`config.mk`:
```
export PLATFORM = sky130hd
export DESIGN_NAME = reg_bank
export DESIGN_NICKNAME = d
export VERILOG_FILES = /design/src/rtl/reg_bank_pkg.sv /design/src/rtl/reg_cell.sv /design/src/rtl/reg_bank.sv
export SDC_FILE = /design/constraint.sdc
export NUM_CORES = 1
export LEC_CHECK = 0
export ABC_AREA = 1
export CORE_MARGIN = 2
export CORE_UTILIZATION = 57
export CTS_CLUSTER_SIZE = 20
export DETAILED_ROUTE_END_ITERATION = 16
export PLACE_DENSITY = 0.9
export SETUP_SLACK_MARGIN = 0.2
export SYNTH_ARGS = -nofsm -noshare
export SYNTH_HDL_FRONTEND = slang
export SYNTH_SLANG_ARGS = --single-unit
```
`constraint.sdc`:
```
create_clock -name clock -period 5.65 [get_ports clock]
set_input_delay 0.8475 -clock clock [delete_from_list [all_inputs] [get_ports clock]]
set_output_delay 0.8475 -clock clock [all_outputs]
set_load 0.01 [all_outputs]
```
`src/rtl/reg_bank_pkg.sv`:
```
// Shared constants and helpers for the register bank.
package reg_bank_pkg;

    localparam int DEF_WIDTH = 16;
    localparam int DEF_NREGS = 8;
    // Widest select vector the helper accepts; matches the NREGS upper bound.
    localparam int MAX_NREGS = 16;

    // True when more than one bit of the select vector is set.
    // Clearing the lowest set bit leaves a non-zero value only if another bit was set.
    function automatic logic is_multi_hot(input logic [MAX_NREGS-1:0] sel);
        return (sel & (sel - MAX_NREGS'(1))) != '0;
    endfunction

endpackage

```
`src/rtl/reg_cell.sv`:
```
// Single WIDTH-bit storage register with load enable and asynchronous clear.
module reg_cell #(
    parameter int WIDTH = 16
) (
    input  logic             clock,
    input  logic             reset,
    input  logic             en,
    input  logic [WIDTH-1:0] d,
    output logic [WIDTH-1:0] q
);

    // Load on enable, clear immediately on reset.
    always_ff @(posedge clock or posedge reset) begin
        if (reset)   q <= '0;
        else if (en) q <= d;
    end

endmodule

```
`src/rtl/reg_bank.sv`:
```
// Register bank with broadcast load, OR-combined read port and one register
// doubling as an incrementing counter (PC_IDX).
// Optional feature: define REG_BANK_ERR_EN to enable the sticky multi-hot
// read-select error flag; otherwise err is tied low.
module reg_bank
    import reg_bank_pkg::*;
#(
    parameter int WIDTH  = DEF_WIDTH,
    parameter int NREGS  = DEF_NREGS,
    parameter int PC_IDX = NREGS - 1
) (
    input  logic             clock,
    input  logic             reset,
    input  logic [WIDTH-1:0] buswires,
    input  logic [NREGS-1:0] rin,
    input  logic [NREGS-1:0] rout,
    input  logic             incr_pc,
    output logic [WIDTH-1:0] dout,
    output logic [NREGS-1:0] vld,
    output logic             err
);

    logic [NREGS-1:0][WIDTH-1:0] q;
    logic [NREGS-1:0][WIDTH-1:0] d;
    logic [NREGS-1:0]            en;

    for (genvar i = 0; i < NREGS; i++) begin : g_cell
        if (i == PC_IDX) begin : g_pc
            // A bus load takes priority over the increment.
            assign en[i] = rin[i] | incr_pc;
            assign d[i]  = rin[i] ? buswires : q[i] + WIDTH'(1);
        end else begin : g_plain
            assign en[i] = rin[i];
            assign d[i]  = buswires;
        end

        reg_cell #(.WIDTH(WIDTH)) u_cell (
            .clock (clock),
            .reset (reset),
            .en    (en[i]),
            .d     (d[i]),
            .q     (q[i])
        );
    end

    // Read port: OR of every selected register, zero when nothing selected.
    always_comb begin
        dout = '0;
        for (int i = 0; i < NREGS; i++)
            if (rout[i]) dout = dout | q[i];
    end

    // Written-since-reset flags; only bus loads count, increments do not.
    always_ff @(posedge clock or posedge reset) begin
        if (reset) vld <= '0;
        else       vld <= vld | rin;
    end

`ifdef REG_BANK_ERR_EN
    logic [MAX_NREGS-1:0] rout_ext;
    assign rout_ext = MAX_NREGS'(rout);

    // Sticky flag for any edge seen with more than one read select active.
    always_ff @(posedge clock or posedge reset) begin
        if (reset)                       err <= 1'b0;
        else if (is_multi_hot(rout_ext)) err <= 1'b1;
    end
`else
    assign err = 1'b0;
`endif

endmodule

```
# Word-level counts from Yosys, hierarchy flattened
# Index checks and enable logic that the tools add are counted.
[classes] n_bitwise=9 n_addsub=1 muxes=9
[op_table] cell="two-way mux 16 bit" n=9
[op_table] cell="bitwise OR 16 bit" n=7
[op_table] cell="adder 16 x 1 -> 16 bit (second input constant)" n=1
[op_table] cell="bitwise OR 8 bit" n=1
[op_table] cell="bitwise OR 1 bit" n=1
[totals] input_bits=35 register_bits=136 output_inout_bits=25

# Logic depth before layout (Yosys ltp)
[logic_depth] depth_word=15 depth_mapped=9 depth_no_buf=8

# Modules after synthesis
# From an unflattened synthesis, not the netlist that was laid out.
[unflattened] cells_unflattened=837 hier_area_um2=6809.0
[by_module_without_submodules] module="reg_cell" n_inst=8 cells_per_inst=69 area_per_inst_um2=648.1
[by_module_without_submodules] module="reg_bank" n_inst=1 cells_per_inst=285 area_per_inst_um2=1624.1

# Least setup slack after synthesis
# No wires, ideal clock.
[synth_path] path_type="input to output" start="in rout[0]" end="out dout[0]" arrival_time_ns=1.551 stages=6 required_time_ns=4.803 slack_ns=3.251 path_cell_list="clkbuf_1 > buf_2 > nand2_1 > o21ai_0 > a21oi_1 > o211ai_1"
[synth_via] elab_chain_len=15
[synth_rtl] item="from (decl)" line_no="reg_bank.sv:16" source="input logic [NREGS-1:0] rout,"
[synth_rtl] item="two-way mux 16 bit (*)" line_no="reg_bank.sv:50" source="if (rout[i]) dout = dout | q[i];"
[synth_rtl] item="bitwise OR 16 bit" line_no="reg_bank.sv:50"
[synth_rtl] item="two-way mux 16 bit (*)" line_no="reg_bank.sv:50"
[synth_rtl] item="bitwise OR 16 bit" line_no="reg_bank.sv:50"
[synth_rtl] item="two-way mux 16 bit (*)" line_no="reg_bank.sv:50"
[synth_rtl] item="bitwise OR 16 bit" line_no="reg_bank.sv:50"
[synth_rtl] item="two-way mux 16 bit (*)" line_no="reg_bank.sv:50"
[synth_rtl] item="bitwise OR 16 bit" line_no="reg_bank.sv:50"
[synth_rtl] item="two-way mux 16 bit (*)" line_no="reg_bank.sv:50"
[synth_rtl] item="bitwise OR 16 bit" line_no="reg_bank.sv:50"
[synth_rtl] item="two-way mux 16 bit (*)" line_no="reg_bank.sv:50"
[synth_rtl] item="bitwise OR 16 bit" line_no="reg_bank.sv:50"
[synth_rtl] item="two-way mux 16 bit (*)" line_no="reg_bank.sv:50"
[synth_rtl] item="bitwise OR 16 bit" line_no="reg_bank.sv:50"
[synth_rtl] item="two-way mux 16 bit (*)" line_no="reg_bank.sv:50"
[synth_rtl] item="to (decl)" line_no="reg_bank.sv:18" source="output logic [WIDTH-1:0] dout,"
# Mark *: on every way between the ends. The rest lies on a longest branch, timed or not.

# Worst setup path in the final report
[layout_path] start="in rout[6]" end="out dout[5]"
[layout_via] elab_chain_len=3
[layout_rtl] item="two-way mux 16 bit (*)" line_no="reg_bank.sv:50"
[layout_rtl] item="bitwise OR 16 bit" line_no="reg_bank.sv:50"
[layout_rtl] item="two-way mux 16 bit (*)" line_no="reg_bank.sv:50"
# Marked as above.

==> qor.yml <==
ys_top_cells_by_count: "202 x nand2_1, 136 x dfrtp_1, 93 x inv_1"
insertion_delay_ns: 0.52
placed_area_um2: 6840
fillers: 723
synthFlopType: "dfrtp_1"
synth_seq_cells: 136
clock_path_buffers: 2
crit_family: "buffers and inverters"
irDropWorstVdd_uv: 265
drive_gt1_share_pct: 8.82
ys_types: 29
initial_core_util_pct: 58.2
finalHoldViolCount: 0
clkSinkCount: 136
endpoint_kind: "output pin"
worstPathCellList: "clkdlybuf4s50_1, clkinv_1, o21ai_0, nor2_1, o211ai_1, clkdlybuf4s50_1"
cts-buffers-inserted: 17
cp.arrival_ns: 2.92
total_leakage_power_nw: 3.45
startpoint_type: "primary input"
worst_pin_slew_ns: 1.08
antenna_found_initial: 0
coreArea_um2: 10800
dr.pass1.iters: 6
finalInstanceArea_um2: 7370
diodes: 0
pwr-share-comb_pct: 13.8
htree_levels: 4
num-nets-final: 806
cts_tree: "built"
hold_start: "vld[7]"
avgSynthCellArea_um2: 8.53
dpl.hpwl_um: 10800
io-pin-count: 60
p_sw_share_pct: 27.3
synth_most_common_cell: "nand2_1"
drtIter0Drc: 541
grt_pass1_wl_um: 26700
synth.net_count: 772
max_freq_ghz: 0.265
grt_max_degree: 80
power_frac_seq_pct: 45.8
placement.io_buffers: 58
whs_ns: 0.466
crit_path_max_incr_delay_ns: 0.63
crit_path_frequent_cell: "clkdlybuf4s50_1"
vias_per_cell: 6.00
clockRootBuffer: "clkbuf_8"
clock_skew_ns: 0.00670
critPathBufInv: 3
cts_resized: 0
dp.cells: 891
required_ns: 4.80
cp_max_fo: 10
clock_power_share_pct: 40.4
cp-startpoint: "rout[6]"
grt_pass1_vias: 5504
yosysSeqAreaShare_pct: 54.2
worst_slack_ns: 1.88
fin_util_pct: 68.2
cts.clk_slew.worst_paths_ns: 0.06
drtAntennaViolNets: 0
rows: 38
synthArstFlopShare_pct: 100
yosysWarnings: 0
criticalPathCategory: "in -> out"
syn_inst: 736
synth_top_cells_by_area: "dfrtp_1 54%, nand2_1 12%, o21ai_0 7.2%, inv_1 5.6%, mux2_2 3.9%"
slew_violations: 0
hp-class: "reg -> reg"
power_switching_mw: 0.663
dieArea_um2: 11900
wl_per_cell_um: 17.9
syn_area_um2: 6280
p_total_mw: 2.43
grt_remaining_overflow: 0
fin_tns_setup_ns: 0
status: "completed"
timing.rr.start: "g_cell[7].u_cell.q[1]"
cts_hold_buf: 0
period_minus_slack_ns: 3.77
synth_edf_count: 0
place_ws_ns: 1.95
place.gp.congestion: 0.886
post_cts_buffers: 0
drt-total-wl_um: 16500
grt_util_all_layers_pct: 29.5
grt_setup_unrepaired: "no"
yosys.area.top_type: "dfrtp_1"
drc: 0
die_width_um: 109
finalCritPeriodShare_pct: 66.7
power_density_nw_per_um2: 330
internal_power_mw: 1.77
yosysTopAreaCellShare_pct: 54.2
slew-limit-headroom_pct: 27.8
final_cells: 922
dieHeight_um: 109
report.final.setup_viol: 0
drv_cap: 0
area_growth_pct: 17.3
critPathSlowestCell: "clkdlybuf4s50_1"
routed-via-count: 5535
-- final timing paths --
| check | to | slack [ns] | cells after the start |
|---|---|---|---|
| setup / recovery | dout[5] | 1.88 | 6 |
| hold / removal | vld[7] | 0.47 | 1 |
| setup reg to reg | g_cell[7].u_cell.q[10] | 4.22 | 7 |
| hold reg to reg | vld[7] | 0.47 | 1 |
| max in group asynchronous | g_cell[6].u_cell.q[13] | 3.61 | 3 |
| min in group asynchronous | g_cell[3].u_cell.q[6] | 0.82 | 2 |
-- power by group through the flow --
| stage | clock network (mW) | logic [mW] | registers (mW) |
|---|---|---|---|
| floorplan | 0 | 0.214 | 1.11 |
| global placement | 0 | 0.305 | 1.12 |
| CTS | 0.978 | 0.330 | 1.11 |
| global route | 1.02 | 0.369 | 1.12 |
| finish | 0.981 | 0.336 | 1.11 |
| detailed placement | 0 | 0.322 | 1.12 |
-- routing by layer --
metal	share of wire, %	up-vias	track usage [%]	wire (um)
li1	-	2433	-	-
met1	37	2681	36.2	6140
met2	50	363	48.9	8260
met3	10	58	7.89	1670
met4	2.8	0	13.5	464
met5	0	-	0	0
-- cell type report --
| class | instances | area (um2) | share of cell area, % |
|---|---|---|---|
| Clock buffer | 23 | 477 | 6.47 |
| Clock inverter | 8 | 47.5 | 0.645 |
| Inverter | 97 | 369 | 5.01 |
| Multi-Input combinational cell | 459 | 2310 | 31.3 |
| Sequential cell | 136 | 3400 | 46.2 |
| Tap cell | 140 | 175 | 2.38 |
| Timing Repair Buffer | 59 | 588 | 7.98 |
-- worst reg2reg max path, delay by kind of cell, from the launching register on --
kind | cells | cell delay (ns)
adder cells (fa/ha/maj) | 1 | 0.22
AND/OR/NAND/NOR | 5 | 0.54
flip-flops | 1 | 0.40
XOR/XNOR | 1 | 0.15
-- flip-flops by register name, indices dropped and copies added, names as in the netlist --
register,count
vld,8
g_cell.u_cell.q,128
-- cell usage in the layout (no fill, tap or decap), types with 6 or more instances in the layout --
cell type        instances
o211ai_1                10
clkbuf_16               16
a21oi_1                 22
or2_2                    8
o22ai_1                 26
mux2_2                  22
xor2_1                   6
o21ai_0                 90
nand3_1                 14
nor2_1                  23
nand4_1                  9
clkdlybuf4s50_1         58
nand2_1                202
dfrtp_1                136
a22oi_1                 11
inv_1                   92
o21ai_1                  7
-- kinds of logic (layout without fill, tap and decap cells) --
family                   after synthesis  count (layout)  synth area share, %
AO/OA/AOI/OAI                        166             166                 14.6
XOR/XNOR                               6               6                0.837
adder cells (fa/ha/maj)                1               1                0.199
buffers and inverters                141             187                 9.07
flip-flops                           136             136                 54.2
multiplexers                          22              22                 3.95
other                                  1               1               0.0597
AND/OR/NAND/NOR                      263             263                 17.1
Note: power is estimated with default switching activity, not from simulation.
